## src/rtl/reaction_pkg.sv

```systemverilog
// Shared types and constants for the reaction-time tester: FSM states,
// BCD widths and BCD helper functions.
package reaction_pkg;

   localparam int unsigned BCD_DIGIT_W = 4;
   localparam int unsigned BCD_W       = 16;
   localparam int unsigned BCD_DIGITS  = BCD_W / BCD_DIGIT_W;

   typedef enum logic [2:0] {
      S_IDLE,
      S_WAIT_DELAY,
      S_ARMED,
      S_RESULT,
      S_FALSE_START,
      S_TIMEOUT
   } state_t;

   function automatic logic [BCD_W-1:0] to_bcd(input int unsigned value);
      logic [BCD_W-1:0] r;
      int unsigned      v;
      r = '0;
      v = value;
      for (int unsigned i = 0; i < BCD_DIGITS; i++) begin
         r[i*BCD_DIGIT_W +: BCD_DIGIT_W] = BCD_DIGIT_W'(v % 10);
         v = v / 10;
      end
      return r;
   endfunction

   // Most significant differing digit decides the ordering.
   function automatic logic bcd_less(input logic [BCD_W-1:0] a,
                                     input logic [BCD_W-1:0] b);
      logic lt;
      logic done;
      int unsigned idx;
      lt   = 1'b0;
      done = 1'b0;
      for (int unsigned i = 0; i < BCD_DIGITS; i++) begin
         idx = BCD_DIGITS - 1 - i;
         if (!done && (a[idx*BCD_DIGIT_W +: BCD_DIGIT_W] != b[idx*BCD_DIGIT_W +: BCD_DIGIT_W])) begin
            lt   = a[idx*BCD_DIGIT_W +: BCD_DIGIT_W] < b[idx*BCD_DIGIT_W +: BCD_DIGIT_W];
            done = 1'b1;
         end
      end
      return lt;
   endfunction

endpackage

```

## src/rtl/bcd_counter4.sv

```systemverilog
// Four-digit BCD up-counter with synchronous clear, count enable and a
// flag that is high while the count equals TIMEOUT_MS.
module bcd_counter4
   import reaction_pkg::*;
#(
   parameter int unsigned TIMEOUT_MS = 9999
) (
   input  logic             clk,
   input  logic             rst,
   input  logic             clr,
   input  logic             en,
   output logic [BCD_W-1:0] count,
   output logic             at_limit
);

   localparam logic [BCD_W-1:0] LIMIT_BCD = to_bcd(TIMEOUT_MS);

   logic [BCD_W-1:0] count_q, count_d;
   logic             carry;

   always_comb begin
      count_d = count_q;
      carry   = 1'b1;
      if (clr) begin
         count_d = '0;
      end else if (en) begin
         for (int unsigned i = 0; i < BCD_DIGITS; i++) begin
            if (carry) begin
               if (count_q[i*BCD_DIGIT_W +: BCD_DIGIT_W] == 4'd9) begin
                  count_d[i*BCD_DIGIT_W +: BCD_DIGIT_W] = '0;
               end else begin
                  count_d[i*BCD_DIGIT_W +: BCD_DIGIT_W] = count_q[i*BCD_DIGIT_W +: BCD_DIGIT_W] + 4'd1;
                  carry = 1'b0;
               end
            end
         end
      end
   end

   always_ff @(posedge clk or posedge rst) begin
      if (rst) count_q <= '0;
      else     count_q <= count_d;
   end

   assign count    = count_q;
   assign at_limit = (count_q == LIMIT_BCD);

endmodule

```

## src/rtl/reaction_time_measure.sv

```systemverilog
// Reaction-time tester: synchronised buttons, trial FSM and BCD ms counter.
// Define REACTION_BEST_TIME_EN to keep the best (lowest) valid time in best_bcd.
module reaction_time_measure
   import reaction_pkg::*;
#(
   parameter int unsigned TIMEOUT_MS = 9999
) (
   input  logic             clk_1ms,
   input  logic             reset,
   input  logic             go_btn,
   input  logic             react_btn,
   input  logic             delay_done,
   output logic             delay_start,
   output logic             stim_led,
   output logic [BCD_W-1:0] time_bcd,
   output logic             result_valid,
   output logic             false_start,
   output logic             timeout,
   output logic [BCD_W-1:0] best_bcd
);

   logic [1:0] go_sync_q, go_sync_d, react_sync_q, react_sync_d;
   logic       go_prev_q, go_prev_d, react_prev_q, react_prev_d;
   logic       go_rise, react_rise;

   state_t state_q, state_d;
   logic   delay_start_q, delay_start_d, stim_led_q, stim_led_d;
   logic   result_valid_q, result_valid_d, false_start_q, false_start_d;
   logic   timeout_q, timeout_d;
   logic   cnt_clr, cnt_en, at_limit, best_load;

   always_comb begin
      go_sync_d    = {go_sync_q[0], go_btn};
      react_sync_d = {react_sync_q[0], react_btn};
      go_prev_d    = go_sync_q[1];
      react_prev_d = react_sync_q[1];
   end

   assign go_rise    = go_sync_q[1] & ~go_prev_q;
   assign react_rise = react_sync_q[1] & ~react_prev_q;

   bcd_counter4 #(.TIMEOUT_MS(TIMEOUT_MS)) u_counter (
      .clk      (clk_1ms),
      .rst      (reset),
      .clr      (cnt_clr),
      .en       (cnt_en),
      .count    (time_bcd),
      .at_limit (at_limit)
   );

   always_comb begin
      state_d        = state_q;
      result_valid_d = result_valid_q;
      false_start_d  = false_start_q;
      timeout_d      = timeout_q;
      cnt_clr        = 1'b0;
      cnt_en         = 1'b0;
      best_load      = 1'b0;
      case (state_q)
         S_IDLE, S_RESULT, S_FALSE_START, S_TIMEOUT: begin
            if (go_rise) begin
               state_d        = S_WAIT_DELAY;
               cnt_clr        = 1'b1;
               result_valid_d = 1'b0;
               false_start_d  = 1'b0;
               timeout_d      = 1'b0;
            end
         end
         S_WAIT_DELAY: begin
            if (react_rise) begin
               state_d       = S_FALSE_START;
               false_start_d = 1'b1;
            end else if (delay_done) begin
               state_d = S_ARMED;
               cnt_clr = 1'b1;
            end
         end
         S_ARMED: begin
            // A reaction freezes the count, even on the limit cycle.
            if (react_rise) begin
               state_d        = S_RESULT;
               result_valid_d = 1'b1;
               best_load      = 1'b1;
            end else if (at_limit) begin
               state_d   = S_TIMEOUT;
               timeout_d = 1'b1;
            end else begin
               cnt_en = 1'b1;
            end
         end
         default: state_d = S_IDLE;
      endcase
      delay_start_d = (state_d == S_WAIT_DELAY);
      stim_led_d    = (state_d == S_ARMED);
   end

   always_ff @(posedge clk_1ms or posedge reset) begin
      if (reset) begin
         go_sync_q      <= '0;
         react_sync_q   <= '0;
         go_prev_q      <= 1'b0;
         react_prev_q   <= 1'b0;
         state_q        <= S_IDLE;
         delay_start_q  <= 1'b0;
         stim_led_q     <= 1'b0;
         result_valid_q <= 1'b0;
         false_start_q  <= 1'b0;
         timeout_q      <= 1'b0;
      end else begin
         go_sync_q      <= go_sync_d;
         react_sync_q   <= react_sync_d;
         go_prev_q      <= go_prev_d;
         react_prev_q   <= react_prev_d;
         state_q        <= state_d;
         delay_start_q  <= delay_start_d;
         stim_led_q     <= stim_led_d;
         result_valid_q <= result_valid_d;
         false_start_q  <= false_start_d;
         timeout_q      <= timeout_d;
      end
   end

   assign delay_start  = delay_start_q;
   assign stim_led     = stim_led_q;
   assign result_valid = result_valid_q;
   assign false_start  = false_start_q;
   assign timeout      = timeout_q;

`ifdef REACTION_BEST_TIME_EN
   logic [BCD_W-1:0] best_q, best_d;

   always_comb begin
      best_d = best_q;
      if (best_load && ((best_q == '0) || bcd_less(time_bcd, best_q))) best_d = time_bcd;
   end

   always_ff @(posedge clk_1ms or posedge reset) begin
      if (reset) best_q <= '0;
      else       best_q <= best_d;
   end

   assign best_bcd = best_q;
`else
   assign best_bcd = '0;
`endif

endmodule

```

## config.mk

```make
export PLATFORM = sky130hd
export DESIGN_NAME = reaction_time_measure
export DESIGN_NICKNAME = d
export VERILOG_FILES = /design/src/rtl/reaction_pkg.sv /design/src/rtl/bcd_counter4.sv /design/src/rtl/reaction_time_measure.sv
export SDC_FILE = /design/constraint.sdc
export NUM_CORES = 1
export LEC_CHECK = 0
export ABC_AREA = 0
export CAP_MARGIN = 5
export CORE_MARGIN = 8
export CORE_UTILIZATION = 50
export DETAILED_ROUTE_END_ITERATION = 10
export PLACE_DENSITY = 0.79
export RECOVER_POWER = 25
export SLEW_MARGIN = 0
export SYNTH_ARGS = -nofsm -noshare
export SYNTH_HDL_FRONTEND = slang
export SYNTH_SLANG_ARGS = --single-unit
```

## constraint.sdc

```tcl
create_clock -name clk_1ms -period 5.8 [get_ports clk_1ms]
set_clock_uncertainty 0.05 [all_clocks]
set_input_delay 0.87 -clock clk_1ms [delete_from_list [all_inputs] [get_ports clk_1ms]]
set_output_delay 0.87 -clock clk_1ms [all_outputs]
set_load 0.01 [all_outputs]
```

**Yosys cells after proc, flatten, opt, wreduce, memory -nomap -nowiden**

Index checks and enable logic that the tools add are counted.

- Register bits: 30
- Bits in latches: 0
- Memory bits (writable): 0
- Memory bits (read-only): 0
- Bits of input ports: 5
- Logic and storage cells: 93
- Memories kept: 0

- $add $sub $neg: 4
- Multiply operators: 0
- Div/mod/pow operators: 0
- $lt $le $gt $ge: 0
- Equality and inequality tests: 17
- Shift operators: 0
- Muxes and demuxes: 40
- Bitwise logic cells: 4
- Reductions and logical operators: 14

Operator list:

| operator | number |
|---|---|
| $mux W16 | 2 |
| $mux W4 | 7 |
| $mux W1 | 21 |
| $add A4 B1 Y4 const B | 4 |
| $eq A16 B16 Y1 const B | 1 |
| $eq A4 B4 Y1 const B | 4 |
| $mux W3 | 5 |
| $reduce_bool A2 Y1 | 6 |
| $ne A2 B2 Y1 const B | 5 |
| $eq A3 B2 Y1 const B | 3 |
| $pmux W3 S3 | 1 |
| $pmux W1 S2 | 4 |
| $eq A3 B1 Y1 const B | 2 |
| $eq A3 B3 Y1 const B | 2 |
| $reduce_and A2 Y1 | 3 |
| $reduce_and A3 Y1 | 2 |
| $reduce_and A4 Y1 | 1 |
| $reduce_or A4 Y1 | 1 |
| $logic_not A3 Y1 | 1 |
| $and A1 B1 Y1 | 2 |
| $not A1 Y1 | 2 |

**Depth between registers and ports, before layout**

Gate-level depths: netlist (run 1).

- Depth in word-level cells: 15
- Mapped depth: 8
- Gate-level depth less buffers: 6

**Modules after synthesis**

A second synthesis (run 1) with hierarchy kept.

- Cell total of the unflattened synthesis: 176
- Area, all modules: 1,779.2 sq um

By module, submodules not included:

| module | instances | cells an instance | area each (sq um) |
|---|---|---|---|
| bcd_counter4 | 1 | 101 | 972.2 |
| reaction_time_measure | 1 | 75 | 807.0 |

**Least setup slack after synthesis (run 1)**

OpenSTA, ideal clock, no wires.

- Path type: register to register
- Start: register u_counter.count_q[1], in the netlist u_counter.count[1]
- End: register u_counter.count_q[10], in the netlist u_counter.count[10]
- Arrival: 1.755 ns
- Required time: 5.663 ns
- Setup slack: 3.909 ns
- Cell stages (with the launch flop): 7
- Path buffers: 0
- Cell sequence: dfrtp_1 > inv_1 > ha_1 > and4bb_2 > nand4_4 > or4_4 > a211oi_2

- Cells in the longest elaborated chain, start to end: 9
- Elaborated cells between the ends (all ways): 14
- Those cells by class: eq/ne (2); mux (9); reduce/logical (3)

Ends and longest elaborated chain:

| what | line | RTL |
|---|---|---|
| start, declared | bcd_counter4.sv:18 | `logic [BCD_W-1:0] count_q, count_d;` |
| start signal, assigned | bcd_counter4.sv:42 | `else count_q <= count_d;` |
| $eq A4 B4 Y1 | bcd_counter4.sv:29 | `if (count_q[i*BCD_DIGIT_W +: BCD_DIGIT_W] == 4'd9) begin` |
| $mux W1 | bcd_counter4.sv:29 |  |
| $mux W1 | bcd_counter4.sv:26 | `end else if (en) begin` |
| $mux W1 | bcd_counter4.sv:24 | `if (clr) begin` |
| $mux W1 | bcd_counter4.sv:28 | `if (carry) begin` |
| $mux W1 | bcd_counter4.sv:26 |  |
| $mux W1 | bcd_counter4.sv:24 |  |
| $reduce_bool A2 Y1 (no line) | -- |  |
| $reduce_and A2 Y1 (no line) (*) | -- |  |

Every way passes the cells marked *; elsewhere a longest branch is shown, timed or not. The select of a mux whose other input is x is not followed.
A chain may end at the register's enable or synchronous reset.

**Final worst setup path (run 1)**

- Start: register u_counter.count_q[5], in the netlist u_counter.count[5]
- End: register u_counter.count_q[10], in the netlist u_counter.count[10]

- Cells in the longest elaborated chain, start to end: 7
- Elaborated cells between the ends (all ways): 12
- Those cells by class: eq/ne (2); mux (7); reduce/logical (3)

Ends and longest elaborated chain:

| what | line |
|---|---|
| $eq A4 B4 Y1 | bcd_counter4.sv:29 |
| $mux W1 | bcd_counter4.sv:29 |
| $mux W1 | bcd_counter4.sv:28 |
| $mux W1 | bcd_counter4.sv:26 |
| $mux W1 | bcd_counter4.sv:24 |
| $reduce_bool A2 Y1 (no line) | -- |
| $reduce_and A2 Y1 (no line) (*) | -- |

Marked as above.

==> impl_results.md, run 1 <==
* Result of the run: completed
* Transition time of the tightest slew-check pin at between 1000 and 1500 ps
* Portion of synthesized cell area occupied by the leading cell type at 43.2%
* Worst min-delay path class: register to register
* Fraction of power consumed by combinational cells at between 10% and 20%
* CP Data Required Time at between 6000 and 7000 ps
* Longest Clk Path Bufs at 2
* Critical register-to-register path startpoint: u_counter.count[5]
* Setup crit start: u_counter.count[5]
* Net load switching power at approximately 0.12 mW
* Final max-slew violation count at 0
* Number of port buffers at 25
* Source-to-sink clock delay at the later pin of the worst-skew pair at about 340 ps
* Critical path peak fanout at 17
* Clock group share of total power at around 32%
* EDFF count, synth at 0
* Setup TNS at 0 ps
* Number of iterations in the first detailed-routing pass at 4
* Post-Synthesis Mean Instance Area at slightly below 10 um^2
* Post-cts repair resize count at 0
* Sw frac at between 20% and 30%
* Slew margin rel. at around a fifth
* Unrepaired setup endpoints after global routing: false
* Growth of design area from synthesis to finish at 15.5%
* Last element of the critical path: u_counter.count[10]
* Count of routing violations after the opening detailed-route iteration at between 100 and 150
* Global-route wire length before repair at ~6500 um
* Asr flop ratio synth at 100%
* Sequential area share after synthesis at 43.2%
* Min cycle time layout at between 2000 and 2500 ps
* Number of cells produced by synthesis at about 180
* Floorplan die area at between 5000 and 6000 um^2
* Number of warnings reported in the yosys synthesis log at 0
* Netlist area before placement at about 1700 um^2
* Distinct cell type count of the synthesized netlist at 47
* Vias in the first global route at between 1000 and 1500
* Via count of the routed design at approximately 1400
* Detailed-route wire length per cell at about 16 um
* R2R setup slack at approximately 3300 ps
* Number of buffers created by CTS at 5
* Routed Antenna Nets at 0
* Number of sinks on the clock net at 30
* Internal Dissipation at ~0.3 mW
* Final core occ at 60.1%
* Setup fix buffers added after clock tree synthesis at 0
* Max capacitance violation total at 0
* Worst slack on hold paths at roughly 300 ps
* Maximum number of pins on one net before global-route repair at 31
* Static leakage at 0.855 nW
* GRT Total Usage at ~15%
* Clock tree from TritonCTS: built
* Master cell of the clock root buffer: clkbuf_4
* Deepest level of the CTS H-tree at 2
* Detailed Place HPWL at around 2800 um
* Commonest cells post-synth: dfrtp_1 (30), buf_4 (16), inv_1 (14)
* Number of fill cells in the layout at between 200 and 300
* Floorplan die height at around 75 um
* Highest achievable clock rate at approximately 0.40 GHz
* Arrival time worst endpoint at between 2000 and 3000 ps
* Kind of critical path: register to register
* Most frequently used cell type in the post-synthesis netlist: dfrtp_1
* Core area at 3340 um^2
* Antenna violations before repair at 0
* Final hold violations at 0
* Routed Wire Length at about 3800 um
* Leading cell types by total area after synthesis: dfrtp_1 (43%), buf_4 (6.9%), ha_1 (5.8%)
* Depth of the worst register-to-register path at 6
* Mean number of vias per cell at ~5.6
* Inserted Diodes at 0
* Share of cells above drive strength 1 at 6.44%
* Total of flip-flops plus latches after synthesis at 30
* Largest vdd supply drop at approximately 150 uV
* Count of hold buffers inserted by post-cts repair at 0
* I/O Pins at 42
* Pwr per Cell Area at 209 nW/um^2
* GP Congestion at about 0.84
* Final Cycle Share at a little over two fifths
* Worst R2R End: u_counter.count[10]
* Library cell occupying the most area in the post-synthesis netlist: dfrtp_1
* Sequential Power Share at 53.8%
* Number of remaining DRC errors at 0
* Sum of overflow across all layers after global routing at 0
* Effective utilization at floorplan at about 52%
* Clock slew at reported path FFs at 110 ps
* Final-stage net count at between 200 and 250
* Row count at 21
* Type of element launching the critical path: register
* Final setup violation count at 0
* Power Total at about 0.42 mW
* Most instantiated flip-flop cell in the synthesis netlist: dfrtp_1
* Critical Path End Type: register
* Die Width at approximately 75 um
[metal layers]
metal / vias to the layer above / routed length, um / GRT usage (%)
li1: 657 / - / -
met1: 669 / 1640 / 17.8
met2: 47 / 1860 / 24.0
met3: 8 / 285 / 5.86
met4: 0 / 63 / 6.74
met5: - / 0 / 0
[placed cells by master, fill, tap and decap left out, types with 2 or more instances in the layout]
| cell | synthesis | final |
|---|---|---|
| dlygate4sd3_1 | 0 | 3 |
| nand3_1 | 5 | 5 |
| ha_1 | 8 | 8 |
| nor3b_1 | 3 | 3 |
| and3b_1 | 4 | 4 |
| conb_1 | 1 | 16 |
| nand4_1 | 4 | 5 |
| o31ai_1 | 7 | 7 |
| a21oi_1 | 9 | 9 |
| a22o_1 | 2 | 2 |
| nand3b_1 | 3 | 3 |
| mux2i_1 | 2 | 2 |
| o21ai_0 | 8 | 8 |
| or3_1 | 8 | 8 |
| nand2b_1 | 3 | 3 |
| clkdlybuf4s50_1 | 0 | 22 |
| nor2b_1 | 2 | 2 |
| inv_1 | 14 | 14 |
| or2_2 | 2 | 2 |
| clkbuf_4 | 0 | 5 |
| xnor2_1 | 2 | 2 |
| or4_1 | 2 | 2 |
| nand2_1 | 4 | 4 |
| dfrtp_1 | 30 | 30 |
| o211ai_1 | 3 | 3 |
| nor2_1 | 6 | 6 |
[layout make-up]
type / count / area (um^2) / area share (%)
clock buffer: 6 / 51.3 / 2.56
clock inverter: 2 / 12.5 / 0.624
inverter: 14 / 52.6 / 2.62
multi-input combinational: 125 / 831 / 41.4
sequential: 30 / 751 / 37.4
tap: 46 / 57.6 / 2.87
timing repair buffer: 25 / 250 / 12.5
[per-stage QoR]
| stage | instances | setup WS, ps | instance area (um^2) |
|---|---|---|---|
| after detailed placement | 240 | 3300 | 1960 |
| after CTS | 248 | 3480 | 2020 |
| after global routing | 248 | 3120 | 2010 |
| after global placement | 240 | 3350 | 1960 |
| final | 248 | 3330 | 2010 |
| after floorplan | 190 | 3910 | 1790 |
[sequential cells by signal, indices dropped and copies added, names as in the netlist]
| register | count |
|---|---|
| timeout | 1 |
| delay_start | 1 |
| stim_led | 1 |
| go_prev_q | 1 |
| react_prev_q | 1 |
| react_sync_q | 2 |
| false_start | 1 |
| state_q | 3 |
| u_counter.count | 16 |
| go_sync_q | 2 |
| result_valid | 1 |
[power by group through the flow]
stage,logic [mW],clock network (mW),registers (mW)
after detailed placement,0.0590,0,0.230
after global routing,0.0644,0.148,0.228
final,0.0584,0.136,0.226
after CTS,0.0592,0.138,0.226
after global placement,0.0559,0,0.229
after floorplan,0.0451,0,0.230
[how the worst min path moves through the flow]
stage,startpoint,to,slack (ps),depth (start not counted)
after floorplan,go_sync_q[0],go_sync_q[1],280,0
after global placement,react_sync_q[0],react_sync_q[1],280,0
after detailed placement,react_sync_q[0],react_sync_q[1],290,0
after CTS,react_sync_q[0],react_sync_q[1],310,0
after global routing,react_sync_q[0],react_sync_q[1],310,0
final,go_sync_q[0],go_sync_q[1],300,0
[cells by family after synthesis]
group                    Yosys count  share of synthesized area, %
AO/OA/AOI/OAI                     42                          16.5
XOR/XNOR                           2                          1.01
adder cells (fa/ha/maj)            8                          5.76
buffers and inverters             35                          11.3
flip-flops                        30                          43.2
multiplexers                       2                          1.15
other                              1                         0.216
AND/OR/NAND/NOR                   55                          20.8
[worst max-delay path: stages (launching register included)]
cell	delay, ps
dfrtp_1	430
inv_1	90
ha_1	170
and3b_1	280
nand4_1	490
or4_4	670
a211oi_2	210
No activity file was read; power rests on OpenSTA's default activity.
==> inputs of run 2 (changes only) <==
- CORE_UTILIZATION: 50 -> 49
- PLACE_DENSITY: 0.79 -> 0.77
- clock period: 5.8 -> 2.5 ns (I/O delays scaled with it)
==> impl_results.md, run 2 (same netlist as run 1, synthesis figures left out) <==
* Global-route wire length before repair at 5950 um (-8.6%)
* Sum of overflow across all layers after global routing at 0 (unchanged)
* Detailed-route wire length per cell at 14.5 um (-6.4%)
* Vias in the first global route at 1353 (-4.7%)
* Last element of the critical path: u_counter.count[10]
* Die Width at 75.5 um (+0.80%)
* Arrival time worst endpoint at 2370 ps (-310 ps)
* Routed Antenna Nets at 0 (unchanged)
* Count of hold buffers inserted by post-cts repair at 0 (unchanged)
* Max reg flops at 16 (unchanged)
* Share of cells above drive strength 1 at 6.86% (+0.43 points)
* Count of routing violations after the opening detailed-route iteration at 65 (-37%)
* Master cell of the clock root buffer: clkbuf_4
* CP Data Required Time at 2710 ps (-3300 ps)
* Routed Wire Length at 3630 um (-5.7%)
* GP Congestion at 0.851 (+1.4%)
* Highest achievable clock rate at 0.462 GHz (+14%)
* Final hold violations at 0 (unchanged)
* Longest Clk Path Bufs at 2 (unchanged)
* Maximum number of pins on one net before global-route repair at 31 (unchanged)
* Clock tree from TritonCTS: built
* Depth of the worst register-to-register path at 6 (unchanged)
* Worst min-delay path class: register to register
* Final max-slew violation count at 31 (+31)
* Most common cell after layout, fill and taps aside: dfrtp_1
* Kind of critical path: register to register
* Deepest level of the CTS H-tree at 2 (unchanged)
* Slew margin rel. at -2.60% (-22 points)
* Worst Path Buf+Inv at 1 (unchanged)
* Result of the run: complete, but fails checks
* CP max stage cell: or4_4
* Floorplan die area at 5710 um^2 (+1.6%)
* Inserted Diodes at 0 (unchanged)
* Antenna violations before repair at 0 (unchanged)
* Final Cycle Share at 86.6% (+44 points)
* Number of port buffers at 25 (unchanged)
* Worst slack on hold paths at 311 ps (+6.90 ps)
* Transition time of the tightest slew-check pin at 1540 ps (+342 ps)
* Setup TNS at 0 ps (unchanged)
* Unrepaired setup endpoints after global routing: false
* Final-stage net count at 216 (+0.93%)
* Critical path peak fanout at 17 (unchanged)
* Row count at 21 (unchanged)
* Effective utilization at floorplan at 51.6% (-0.41 points)
* Number of remaining DRC errors at 0 (unchanged)
* Number of buffers created by CTS at 5 (unchanged)
* Total number of cells along the worst setup path at 6 (unchanged)
* Floorplan die height at 75.5 um (+0.80%)
* Min cycle time layout at 2160 ps (-305 ps)
* Worst path top cell family by delay: simple AND/OR/NAND/NOR gates
* Setup crit start: u_counter.count[5]
* Setup fix buffers added after clock tree synthesis at 0 (unchanged)
* Detailed Place HPWL at 2750 um (-2.5%)
* Post-cts repair resize count at 0 (unchanged)
* Critical Path Max Stage Delay at 560 ps (-110 ps)
* Number of iterations in the first detailed-routing pass at 4 (unchanged)
* Sequence of cells on the critical path: inv_1 -> ha_1 -> and3b_1 -> nand4_4 -> or4_4 -> a211oi_2
* Source-to-sink clock delay at the later pin of the worst-skew pair at 330 ps (about the same)
* Largest vdd supply drop at 335 uV (+120%)
* Final setup violation count at 0 (unchanged)
* R2R setup slack at 340 ps (-2990 ps)
* Critical Path End Type: register
* Via count of the routed design at 1335 (-3.3%)
* Type of element launching the critical path: register
* Violations in the final reports: capacitance limit, slew limit
* Static leakage at 0.867 nW (+1.4%)
* Pwr per Cell Area at 476 nW/um^2 (+130%)
* Clock slew at reported path FFs at 100 ps (about the same)
* Mean number of vias per cell at 5.34 (-4.1%)
* GRT Total Usage at 13.8% (-1.4 points)
* Worst R2R End: u_counter.count[10]
* Critical register-to-register path startpoint: u_counter.count[5]
* I/O Pins at 42 (unchanged)
* Growth of design area from synthesis to finish at 16.8%
* Number of sinks on the clock net at 30 (unchanged)
* Max capacitance violation total at 1 (+1)
* Core area at 3360 um^2 (+0.79%)
* Most used cells in the layout excluding fill and tap cells: dfrtp_1 (30), clkdlybuf4s50_1 (23), conb_1 (16)
## run 2: cell types whose count changed in the layout (fill, tap and decap cells not counted), sizes merged
cell	previous run	this run
dlygate4sd3	3	2
buf	0	1
clkdlybuf4s50	22	23
clkinvlp	1	0
clkbuf	6	8
## run 2: worst min path at each step
stage,slack [ps],to,cells past startpoint,startpoint
2_1_floorplan,280,go_sync_q[1],0,go_sync_q[0]
3_3_place_gp,280,react_sync_q[1],0,react_sync_q[0]
3_5_place_dp,300,go_sync_q[1],0,go_sync_q[0]
4_1_cts,320,go_sync_q[1],0,go_sync_q[0]
5_1_grt,320,react_sync_q[1],0,react_sync_q[0]
6_report,310,go_sync_q[1],0,go_sync_q[0]
## run 2: final cells by class
type                       instances  area, um^2
inverter                          14        52.6
tap                               46        57.6
fill                             319        1340
clock buffer                       7        55.1
clock inverter                     1        5.00
multi-input combinational        125         846
sequential                        30         751
timing repair buffer              27         262
## run 2: per-stage QoR
stage | instances | worst slack, ps | total power, mW | utilization (%) | cell area, um^2
CTS | 250 | 351 | 0.976 | 60.4 | 2030
global route | 250 | 224 | 1.01 | 60.3 | 2030
floorplan | 190 | 609 | 0.639 | - | 1790
global placement | 242 | 459 | 0.667 | 58.6 | 1970
detailed placement | 242 | 364 | 0.673 | 58.6 | 1970
finish | 250 | 336 | 0.965 | 60.3 | 2030
## run 2: layer usage
layer	share of wire (%)	GRT usage, %
met1	41	15.2
met2	49	22.1
met3	7.0	4.74
met4	2.2	9.17
met5	0	0
## run 2: report_power, final
group | internal [mW] | total, mW | switching (mW)
sequential | 0.506 | 0.524 | 0.0183
clock | 0.136 | 0.301 | 0.165
combinational | 0.0556 | 0.139 | 0.0835
total | 0.697 | 0.965 | 0.267
==> inputs of run 3 (changes only) <==
--- a/config.mk
+++ b/config.mk
@@ -17,2 +17,3 @@
 export SYNTH_HDL_FRONTEND = slang
 export SYNTH_SLANG_ARGS = --single-unit
+export TNS_END_PERCENT = 1
--- a/constraint.sdc
+++ b/constraint.sdc
@@ -3,3 +3,3 @@
 set_input_delay 0.375 -clock clk_1ms [delete_from_list [all_inputs] [get_ports clk_1ms]]
 set_output_delay 0.375 -clock clk_1ms [all_outputs]
-set_load 0.01 [all_outputs]
+set_load 0.02 [all_outputs]
==> results of run 3 <==
Same layout as run 2 (identical final DEF). Status: complete, but fails checks: capacitance limit, slew limit.
Among the figures that moved: total power 0.965 mW -> 0.982 mW; worst IR drop on VDD 335 uV -> 336 uV
==> RTL edit, RTL diff (settings of run 1) <==
The 6 states of `state_t` get a Gray code encoding in 3 bits.
--- a/src/rtl/reaction_pkg.sv
+++ b/src/rtl/reaction_pkg.sv
@@ -7,12 +7,12 @@
    localparam int unsigned BCD_DIGITS  = BCD_W / BCD_DIGIT_W;
 
    typedef enum logic [2:0] {
-      S_IDLE,
-      S_WAIT_DELAY,
-      S_ARMED,
-      S_RESULT,
-      S_FALSE_START,
-      S_TIMEOUT
+      S_IDLE        = 3'b000,
+      S_WAIT_DELAY  = 3'b001,
+      S_ARMED       = 3'b011,
+      S_RESULT      = 3'b010,
+      S_FALSE_START = 3'b110,
+      S_TIMEOUT     = 3'b111
    } state_t;
 
    function automatic logic [BCD_W-1:0] to_bcd(input int unsigned value);
Function: same outputs for any inputs over 10 cycles, from zero or initial values and one cycle with reset high; not proved beyond that.
==> RTL edit against run 1 <==
  * Sequential cell count unchanged
  * Non-clock buffer count stayed put
  * Setup slack better by 0.17 ns
  * Cell area increased by 0.69%
  * Die area about the same
  * Synthesized area barely moved
  * Wire length fell by 7.3%
  * Highest routed layer unchanged
Power is not compared: it rests on default switching activity, and its combinational part moved more than twofold at a synthesized area within 25%.
==> RTL edit: results (changes against run 1) <==
- Post-synthesis average cell area: 9.70 sq um (-2.3%)
* Number of distinct library cells after synthesis: 38 (-19%)
* Kind of cell with the highest combined delay on the critical path: buffers and inverters
- # Post-CTS Setup Buffers: 0 (unchanged)
* Cell types with the highest counts after synthesis: 30 x sky130_fd_sc_hd__dfrtp_1, 18 x sky130_fd_sc_hd__buf_4, 12 x sky130_fd_sc_hd__a21oi_1, 12 x sky130_fd_sc_hd__nor2_1, 11 x sky130_fd_sc_hd__o21ai_0
- The synthesized design spends more area on one cell type than any other, namely sky130_fd_sc_hd__dfrtp_1.
- Fraction of registers with async set/reset: 100% (unchanged)
- The count of placed standard cells including taps was 244 (+1.7%).
- The final RePlAce weighted congestion came to 0.828 (-1.3%).
* Slowest stage cell, crit path: sky130_fd_sc_hd__clkdlybuf4s50_1
* Biggest area contributors in the synthesized netlist: sky130_fd_sc_hd__dfrtp_1 43%, sky130_fd_sc_hd__buf_4 7.8%, sky130_fd_sc_hd__ha_1 5.8%
- Number of nets in the finished design: 218 (+1.9%)
- The tree is rooted in a sky130_fd_sc_hd__clkbuf_4.
* Flip-flop count of the largest register, all copies and words added: 16 (unchanged)
- Pin count of the biggest net entering global routing: 31 (unchanged)
- Number of buffers created by CTS: 5 (unchanged)
* Detail-routed net length per standard cell: 14.2 um (-8.4%)
- Hold Path Class: flip-flop to flip-flop
- Maximum fanout along the worst path: 7 (-10)
- The summed negative setup slack over all endpoints came to 0 ns (unchanged).
- The latest clock arrival within the worst-skew pair came to 0.32 ns (-0.02 ns).
- The total global routing track utilization is 13.5% (-1.7 points).
* Total length of routed wires: 3.57 mm (-7.3%)
* Number of antenna cells inserted: 0 (unchanged)
- The register area share after synthesis is 43.3% (about the same).
* Syn. warnings: 0 (unchanged)
* Largest stage delay on the critical path: 0.59 ns (-0.08 ns)
- The initial antenna violation count is 0 (unchanged).
* Number of gates given a new drive strength after cts: 0 (unchanged)
* Status: finished, final reports clean
- The share of cells above drive strength 1 is 4.88% (-1.6 points).
- Vias in the first global route: 1357 (-4.4%)
- Clock transition at the registers of the reported paths: 0.09 ns (-0.02 ns)
- Total leakage power: 0.000867 uW
* Switching fraction of total power: 34.3%
- VDD sags by at most 0.155 mV.
* Detailed-placement wirelength estimate: 2.67 mm (-5.1%)
* Number of H-tree levels: 2 (unchanged)
* Worst slew pin tran: 1.10 ns (-0.0935 ns)
- The count of TritonRoute iterations in the first routing pass came to 4 (unchanged).
- The global-route wire length before repair came to 5.89 mm (-9.4%).
- The worst path arrival time came to 1.38 ns (-1.30 ns).
- The deepest clock path buffer count is 2 (unchanged).
- The filler cell count is 315 (+11%).
* Total vias in the final route: 1371 (-0.72%)
* Port buffer count: 25 (unchanged)
- The detailed router's first-iteration violation count is 58 (-44%).
[RTL edit: power groups by stage]
stage | logic (uW) | registers (uW) | clock network [uW]
2_1_floorplan | 170 | 289 | 0
5_1_grt | 249 | 293 | 179
3_5_place_dp | 226 | 289 | 0
3_3_place_gp | 219 | 286 | 0
6_report | 222 | 286 | 168
4_1_cts | 226 | 285 | 172
[RTL edit: logic make-up after synthesis]
group           after synthesis  synth area share, %
mux                           2                 1.15
compound gates               39                 13.8
other cells                   1                0.216
flops                        30                 43.3
buf+inv                      29                 11.0
fa+ha+maj                     8                 5.77
xor+xnor                      1                0.505
simple gates                 69                 24.2
[RTL edit: layout make-up]
cell class              instances  area share [%]
clock buffers                   6            2.54
inverters                       8            1.49
clock inverters                 1            1.49
multi-input cells             135            42.1
well taps                      46            2.85
flip-flops and latches         30            37.2
repair buffers                 25            12.4
[RTL edit: worst paths after layout]
| path | startpoint | to | slack, ns | depth (start not counted) |
|---|---|---|---|---|
| min in group asynchronous | reset | u_counter.count[10]$_DFFE_PP0P_ | 1.21 | 2 |
| max in group asynchronous | reset | u_counter.count[7]$_DFFE_PP0P_ | 3.82 | 2 |
| worst min-delay path | react_sync_q[0]$_DFF_PP0_ | react_sync_q[1]$_DFF_PP0_ | 0.31 | 0 |
| worst min register to register | react_sync_q[0]$_DFF_PP0_ | react_sync_q[1]$_DFF_PP0_ | 0.31 | 0 |
| worst max-delay path | u_counter.count[8]$_DFFE_PP0P_ | time_bcd[8] | 3.50 | 1 |
| worst max register to register | u_counter.count[1]$_DFFE_PP0P_ | u_counter.count[14]$_DFFE_PP0P_ | 3.68 | 6 |
[RTL edit: layer usage]
| layer | GRT usage [%] | part of all wire [%] | vias up |
|---|---|---|---|
| met5 | 0 | 0 | - |
| met3 | 4.79 | 7.9 | 4 |
| met1 | 15.2 | 43 | 652 |
| li1 | - | - | 663 |
| met2 | 22.9 | 48 | 52 |
| met4 | 4.57 | 1.0 | 0 |
[RTL edit: stage by stage]
| step | hold WS [ns] | setup WS (ns) | power, uW | util [%] | instance area [sq um] |
|---|---|---|---|---|---|
| 2_1_floorplan | 0.281 | 3.95 | 458 | - | 1790 |
| 3_3_place_gp | 0.286 | 3.59 | 505 | 58.1 | 1940 |
| 3_5_place_dp | 0.289 | 3.50 | 515 | 58.1 | 1940 |
| 4_1_cts | 0.309 | 3.49 | 684 | 60.5 | 2020 |
| 5_1_grt | 0.315 | 3.44 | 720 | 60.5 | 2020 |
| 6_report | 0.307 | 3.50 | 676 | 60.5 | 2020 |
